### config.mk
export PLATFORM = sky130hd
export DESIGN_NAME = sync_fifo_param
export DESIGN_NICKNAME = d
export VERILOG_FILES = /design/src/rtl/fifo_pkg.sv /design/src/rtl/fifo_mem.sv /design/src/rtl/sync_fifo_param.sv
export SDC_FILE = /design/constraint.sdc
export NUM_CORES = 1
export LEC_CHECK = 0
export CAP_MARGIN = 20
export CORE_UTILIZATION = 30
export CTS_CLUSTER_DIAMETER = 80
export CTS_CLUSTER_SIZE = 14
export DETAILED_ROUTE_END_ITERATION = 7
export PLACE_DENSITY_LB_ADDON = 0.25
export RECOVER_POWER = 50
export SYNTH_ARGS = -nofsm -noshare
export SYNTH_HDL_FRONTEND = slang
export SYNTH_HIERARCHICAL = 1
export SYNTH_SLANG_ARGS = --single-unit
### constraint.sdc
create_clock -name clk -period 5.9 [get_ports clk]
set_clock_uncertainty 0.15 [all_clocks]
set_input_delay 0.885 -clock clk [delete_from_list [all_inputs] [get_ports clk]]
set_output_delay 0.885 -clock clk [all_outputs]
set_load 0.01 [all_outputs]
### src/rtl/fifo_pkg.sv
// Shared constants, pointer type and full/empty decode for the sync_fifo_param family.
package fifo_pkg;

   localparam int unsigned DEF_DSIZE = 8;
   localparam int unsigned DEF_ASIZE = 4;

   // Pointer for the default geometry: low ASIZE bits address, MSB is the wrap bit
   typedef logic [DEF_ASIZE:0] fifo_ptr_t;

   typedef struct packed {
      logic full;
      logic empty;
   } fifo_flags_t;

   // Pointers arrive zero-extended so any ASIZE up to 30 shares one decoder
   function automatic fifo_flags_t decode_flags(input logic [31:0] wptr,
                                                input logic [31:0] rptr,
                                                input int unsigned asize);
      logic [31:0] diff;
      fifo_flags_t f;
      diff    = (wptr ^ rptr) & ((32'd1 << (asize + 1)) - 32'd1);
      f.empty = (diff == '0);
      f.full  = (diff == (32'd1 << asize));
      return f;
   endfunction

endpackage

### src/rtl/fifo_mem.sv
// DEPTH x DSIZE dual-port RAM: synchronous write, registered read port
// (asynchronous read port when SYNC_FIFO_FWFT_EN is defined).
module fifo_mem
   import fifo_pkg::*;
#(
   parameter int unsigned DSIZE = DEF_DSIZE,
   parameter int unsigned ASIZE = DEF_ASIZE
) (
   input  logic             clk,
   input  logic             rst,
   input  logic             wen,
   input  logic [ASIZE-1:0] waddr,
   input  logic [DSIZE-1:0] wdata,
   input  logic             ren,
   input  logic [ASIZE-1:0] raddr,
   output logic [DSIZE-1:0] rdata
);

   localparam int unsigned DEPTH = 1 << ASIZE;

   logic [DSIZE-1:0] mem [DEPTH];

   always_ff @(posedge clk) begin
      if (wen) begin
         mem[waddr] <= wdata;
      end
   end

`ifdef SYNC_FIFO_FWFT_EN
   // Head word is presented directly; reset and read-enable have no role here
   logic unused_ctrl;
   assign unused_ctrl = rst ^ ren;
   assign rdata       = mem[raddr];
`else
   always_ff @(posedge clk) begin
      if (rst) begin
         rdata <= '0;
      end else if (ren) begin
         rdata <= mem[raddr];
      end
   end
`endif

endmodule

### src/rtl/sync_fifo_param.sv
// Single-clock parametrised FIFO with count, almost flags and sticky error flags.
// Define SYNC_FIFO_FWFT_EN for first-word-fall-through reads.
module sync_fifo_param
   import fifo_pkg::*;
#(
   parameter int unsigned DSIZE     = DEF_DSIZE,
   parameter int unsigned ASIZE     = DEF_ASIZE,
   parameter int unsigned AFULL_TH  = (1 << ASIZE) - 2,
   parameter int unsigned AEMPTY_TH = 2
) (
   input  logic             clk,
   input  logic             rst,
   input  logic             winc,
   input  logic [DSIZE-1:0] wdata,
   output logic             wfull,
   output logic             walmost_full,
   input  logic             rinc,
   output logic [DSIZE-1:0] rdata,
   output logic             rempty,
   output logic             ralmost_empty,
   output logic [ASIZE:0]   count,
   output logic             overflow,
   output logic             underflow
);

   localparam logic [31:0]  AFULL_W  = AFULL_TH;
   localparam logic [31:0]  AEMPTY_W = AEMPTY_TH;
   localparam logic [ASIZE:0] AFULL_C  = AFULL_W[ASIZE:0];
   localparam logic [ASIZE:0] AEMPTY_C = AEMPTY_W[ASIZE:0];

   logic [ASIZE:0] wptr;
   logic [ASIZE:0] rptr;
   fifo_flags_t    flags;
   logic           wr_ok;
   logic           rd_ok;

   // All status is decoded from the registered pointers only
   assign flags         = decode_flags(32'(wptr), 32'(rptr), ASIZE);
   assign wfull         = flags.full;
   assign rempty        = flags.empty;
   assign count         = wptr - rptr;
   assign walmost_full  = (count >= AFULL_C);
   assign ralmost_empty = (count <= AEMPTY_C);

   assign wr_ok = winc && !flags.full;
   assign rd_ok = rinc && !flags.empty;

   always_ff @(posedge clk) begin
      if (rst) begin
         wptr      <= '0;
         rptr      <= '0;
         overflow  <= 1'b0;
         underflow <= 1'b0;
      end else begin
         if (wr_ok) begin
            wptr <= wptr + 1'b1;
         end
         if (rd_ok) begin
            rptr <= rptr + 1'b1;
         end
         if (winc && flags.full) begin
            overflow <= 1'b1;
         end
         if (rinc && flags.empty) begin
            underflow <= 1'b1;
         end
      end
   end

   fifo_mem #(
      .DSIZE (DSIZE),
      .ASIZE (ASIZE)
   ) u_mem (
      .clk   (clk),
      .rst   (rst),
      .wen   (wr_ok && !rst),
      .waddr (wptr[ASIZE-1:0]),
      .wdata (wdata),
      .ren   (rd_ok),
      .raddr (rptr[ASIZE-1:0]),
      .rdata (rdata)
   );

endmodule

# ---- Word-level counts from Yosys, hierarchy flattened
# Memories as Yosys holds them, arrays and structs flattened. A register that Yosys moved wholly into a read port is not among the register bits.
# Cells that the tools add are included.
dict set report word_totals {
  regBits 12
  ramBits 128
  in_bits 12
  n_memories 1
}
# name words word_bits read_ports rd_ports_with_merged_regs write_ports line_no
set memory_table {}
lappend memory_table {u_mem.mem 16 8 1 1 1 fifo_mem.sv:21} ;# logic [DSIZE-1:0] mem [DEPTH];
dict set report op_classes {
  add_sub_neg 3
  order_cmp 2
  eq_ne 1
  muxes 2
  bitwise 1
  n_reduce_logical 9
}
# cell count
set op_table {}
lappend op_table {{$logic_not 32->1} 1}
lappend op_table {{$add 5x1->5 const B} 2}
lappend op_table {{$eq 5x5->1 const B} 1}
lappend op_table {{$ge 5x4->1 const B} 1}
lappend op_table {{$le 5x2->1 const B} 1}
lappend op_table {{$logic_and 1x1->1} 5}
lappend op_table {{$sub 5x5->5} 1}
lappend op_table {{$xor 5x5->5} 1}
lappend op_table {{$logic_not 1->1} 3}
lappend op_table {{$mux 1} 2}

# ---- Logic depth before layout (Yosys ltp)
dict set report depth {
  depth_word 7
  depth_mapped 9
  mapped_depth_nobuf 9
}

# ---- Hierarchy
# Netlist, hierarchy kept.
# module instances cells_per_inst area_each_um2
set by_module_without_submodules {}
lappend by_module_without_submodules {fifo_mem 1 316 5343.9}
lappend by_module_without_submodules {sync_fifo_param 1 79 720.7}

# ---- Worst setup path after synthesis
# Ideal clock, no wire load.
dict set report synth_timing {
  path_type {register -> output}
  start {register wptr[0]}
  end {output port ralmost_empty}
  arrival_ns 2.017
  required_ns 4.865
  slack_ns 2.848
  stages_incl_launch_ff 9
  n_path_buf 0
  cell_sequence {dfxtp_1 -> inv_1 -> ha_1 -> inv_1 -> fa_1 -> a21o_1 -> a21oi_1 -> xnor2_1 -> a2111oi_1}
}
dict set report synth_between {
  elab_chain_cells 2
}
# item line_no
set synth_lines {}
lappend synth_lines {{start, declared} sync_fifo_param.sv:31} ;# logic [ASIZE:0] wptr;
lappend synth_lines {{start signal, assigned} sync_fifo_param.sv:56} ;# wptr <= wptr + 1'b1;
lappend synth_lines {{$sub 5x5->5} sync_fifo_param.sv:41} ;# assign count = wptr - rptr;
lappend synth_lines {{net count[4]} sync_fifo_param.sv:21} ;# output logic [ASIZE:0] count,
lappend synth_lines {{$le 5x2->1} sync_fifo_param.sv:43} ;# assign ralmost_empty = (count <= AEMPTY_C);
lappend synth_lines {{end, declared} sync_fifo_param.sv:20} ;# output logic ralmost_empty,
# The timed path passes the listed nets, and every way through them passes these cells.

# ---- Worst setup path in the final report
dict set report layout_timing {
  start {register wptr[0]}
  end {output port ralmost_empty}
}
dict set report layout_between {
  elab_chain_cells 2
}
# item line_no
set layout_lines {}
lappend layout_lines {{$sub 5x5->5} sync_fifo_param.sv:41}
lappend layout_lines {{$le 5x2->1} sync_fifo_param.sv:43}
# No other way between the ends.

==> results.md <==
* Die width at 144.2 um
* RePlAce Congestion at 0.7720
* Buffers on Ports at 30
* Hold Crit Start: u_mem/rdata[6]
* Synth-to-Final Area Change at 18.96%
* WP data arrival at 2920 ps
* Pwr dens at 351.0 nW/um2
* Fraction of layout cells with a size suffix above 1 at 9.556%
* Placeable Area at 19,650 um2
* DRT Wirelength at 13.22 mm
* GRT Util Overall at 13.87%
* DRC viols at 0
* Final net count at 456
* Max IR drop VDD at 0.2041 mV
* Crit path cell chain: inv_1 > ha_1 > inv_1 > fa_1 > a21o_1 > a21oi_1 > xnor2_1 > a2111oi_1 > clkdlybuf4s50_1
* Worst hold path depth at 2
* Psw at around 580 uW
* CTS root buf: clkbuf_16
* Yosys warnings at 6
* Post-CTS Setup Bufs at 0
* CP max stage cell: clkdlybuf4s50_1
* Syn Nets at 414
* GR Overflow Total at 0
* Number of diodes at 0
* Detailed Route Iter0 Violations at roughly 300
* Design Area, Final at 7214 um2
* CP max stage delay at 610 ps
* Syn Std Cell Area at 6065 um2
* Clk sinks at 148
* Internal at just under 2000 uW
* Num rows at 51
* Max-cap violations at 0
* Hold EP: u_mem/rdata[6]
* RSZ-0062 raised after global routing: no
* Num CTS Buffers at 17
* Worst-Margin Slew at between 1000 and 1500 ps
* Via count at around 3,400
* Detail Placement HPWL at ~8.2 mm
* Post-synth EDFFs at approximately 130
* Layout Utilization at 36.71%
* CP required at 4870 ps
* Post-CTS Resized at 0
* Final Hold Fails at 0
* Status: completed
* Final Critical Period at 3953 ps
* Worst r2r src: wptr[0]
* Worst r2r dst: u_mem/mem[4][6]
* # H-tree levels at 4
* Maximum number of pins on one net before global-route repair at 69
* Synth async-reset ratio at 0%
* Die ar. at 20,790 um2
* Switching share of power at 22.85%
* Clock latency on the worst-skew pair at between 400 and 500 ps
* Slew headroom at 25.35%
* Reg2reg setup slack at 2550 ps
* First-pass GRT wire length at about 20 mm
* Vias in the first global route at 3,338
* Main synth FF type: edfxtp_1
* Wire length per cell at 18.49 um
* Hold crit path type: reg2reg
* Vias/cell at 4.690
* Setup_tns at 0 ps
* Initial core utilization at 30.86%
* Initial antenna violation count at 0
* Final setup viols at 0
* Final Max Slew Viols at 0
* Seq/Total Area, Yosys at 69.98%
* Most used cell, CP: inv_1
* Synthesized area per cell at roughly 15 um2
* Gate power share at roughly a tenth
* Die H at 144.2 um
* Post-CTS Hold Buffers at 0
* Seq cells post-synth at 148
* Part of the cycle the worst path needs at 67.00%
* Detailed Routing Iterations Pass 1 at 4
* Leakage power at between 0.002 and 0.0025 uW
* Clock power share at between 40% and 50%
* CP Class: reg2out
* Crit Path Max Fanout at 10
* Placed cell area at around 6600 um2
* Worst-path clk slew at 60 ps
* TritonCTS clock tree: yes
* I/O pins at 31
* Bufs on Longest Clock Path at 2
* Worst Setup End Kind: primary output
* Distinct cells, synth at 39
* Worst setup SP type: register
* Mapped Cells at 395
* Peak Freq at 253.0 MHz
* Antenna viol nets, final at 0
* WP buf/inv at 3
* Delay-heaviest family, CP: buffers and inverters
* Worst reg2reg path depth at 7
* Flop pwr share at between 40% and 50%
-- layer usage --
metal  wire [um]  global-route usage (%)
met1        6313                   19.50
met2        5824                   20.29
met3         844                   3.411
met4         235                   5.817
met5           0                       0
-- cell usage after synthesis, types with 2 or more instances --
cell type	instances	area, um2
nor2_1	27	101.4
inv_1	7	26.28
xor2_1	5	43.79
o21ai_0	2	10.01
o211ai_1	3	22.52
nand3_1	25	125.1
ha_1	6	75.07
or3_1	2	12.51
nor2b_1	2	12.51
buf_12	2	40.04
a21o_1	2	15.01
xnor2_1	4	35.03
edfxtp_1	128	3844
nand2_1	19	71.32
a22oi_1	24	180.2
and3_1	3	18.77
buf_8	3	45.04
mux2i_1	66	660.6
buf_6	2	22.52
a21oi_1	13	65.06
nor3_1	4	20.02
dfxtp_1	20	400.4
buf_2	7	35.03
nand2b_1	2	12.51
nand3b_1	3	22.52
-- per-stage QoR --
step / setup slack [ps] / total power, uW / std cells / hold slack, ps
floorplan: 2848 / 1336 / 395 / 331.8
global placement: 2200 / 1474 / 681 / 295.8
detailed placement: 2079 / 1479 / 681 / 303.7
CTS: 1915 / 2568 / 713 / 317.1
global route: 1778 / 2629 / 715 / 331.7
finish: 1947 / 2532 / 715 / 312.1
-- how the worst max path moves through the flow --
stage	end	cells past startpoint	slack [ps]	startpoint
2_1_floorplan	ralmost_empty	8	2850	wptr[0]
3_3_place_gp	u_mem/mem[0][5]	4	2200	rst
3_5_place_dp	u_mem/mem[0][6]	4	2080	rst
4_1_cts	ralmost_empty	8	1910	rptr[0]
5_1_grt	ralmost_empty	9	1780	wptr[0]
6_report	ralmost_empty	9	1950	wptr[0]
-- worst reg2reg max path, cell delays in order (launching register included) --
cell      delay [ps]
dfxtp_1          500
inv_1            120
ha_1             320
nand4_1          250
o21ai_0          240
nor2_1           260
nand3b_1         220
nor3_1           890
-- cell type report --
class	count	area, um2
Sequential cell	148	4248
Clock inverter	12	151.4
Tap cell	265	331.6
Inverter	7	26.28
Clock buffer	20	446.7
Timing Repair Buffer	38	377.9
Multi-Input combinational cell	225	1633
Fill cell	1910	12440
-- cell families (layout without fill, tap and decap cells) --
group | Yosys count | in the layout | synth area share [%]
mux | 66 | 66 | 10.89
flops | 148 | 148 | 69.98
buf+inv | 22 | 77 | 2.847
xor+xnor | 11 | 11 | 1.836
fa+ha+maj | 7 | 7 | 1.568
compound gates | 50 | 50 | 5.673
simple gates | 91 | 91 | 7.200
-- registers in the layout, indices dropped and copies added (netlist names) --
name / cells
rptr: 5
wptr: 5
underflow: 1
overflow: 1
u_mem/mem: 128
u_mem/rdata: 8
-- layout by cell type (no fill, tap or decap), types with 4 or more instances in the layout --
cell type and instances:
clkdlybuf4s50_1 15, xor2_1 5, o21ai_0 4, clkbuf_16 17, edfxtp_1 128, nor3_1 4
inv_1 7, nand3_1 25, xnor2_1 4, buf_4 6, nand2_1 19, nor2_1 27
dlygate4sd3_1 15, mux2i_1 66, ha_1 6, o211ai_1 4, dfxtp_1 19, a21oi_1 13
a22oi_1 24
-- power groups by stage --
stage                     sequential [uW]  clock (uW)  combinational [uW]
final                                1180        1080                 269
after global routing                 1180        1150                 294
after CTS                            1180        1110                 280
after detailed placement             1200           0                 277
after floorplan                      1200           0                 135
after global placement               1200           0                 274
No activity file was read; power rests on OpenSTA's default activity.
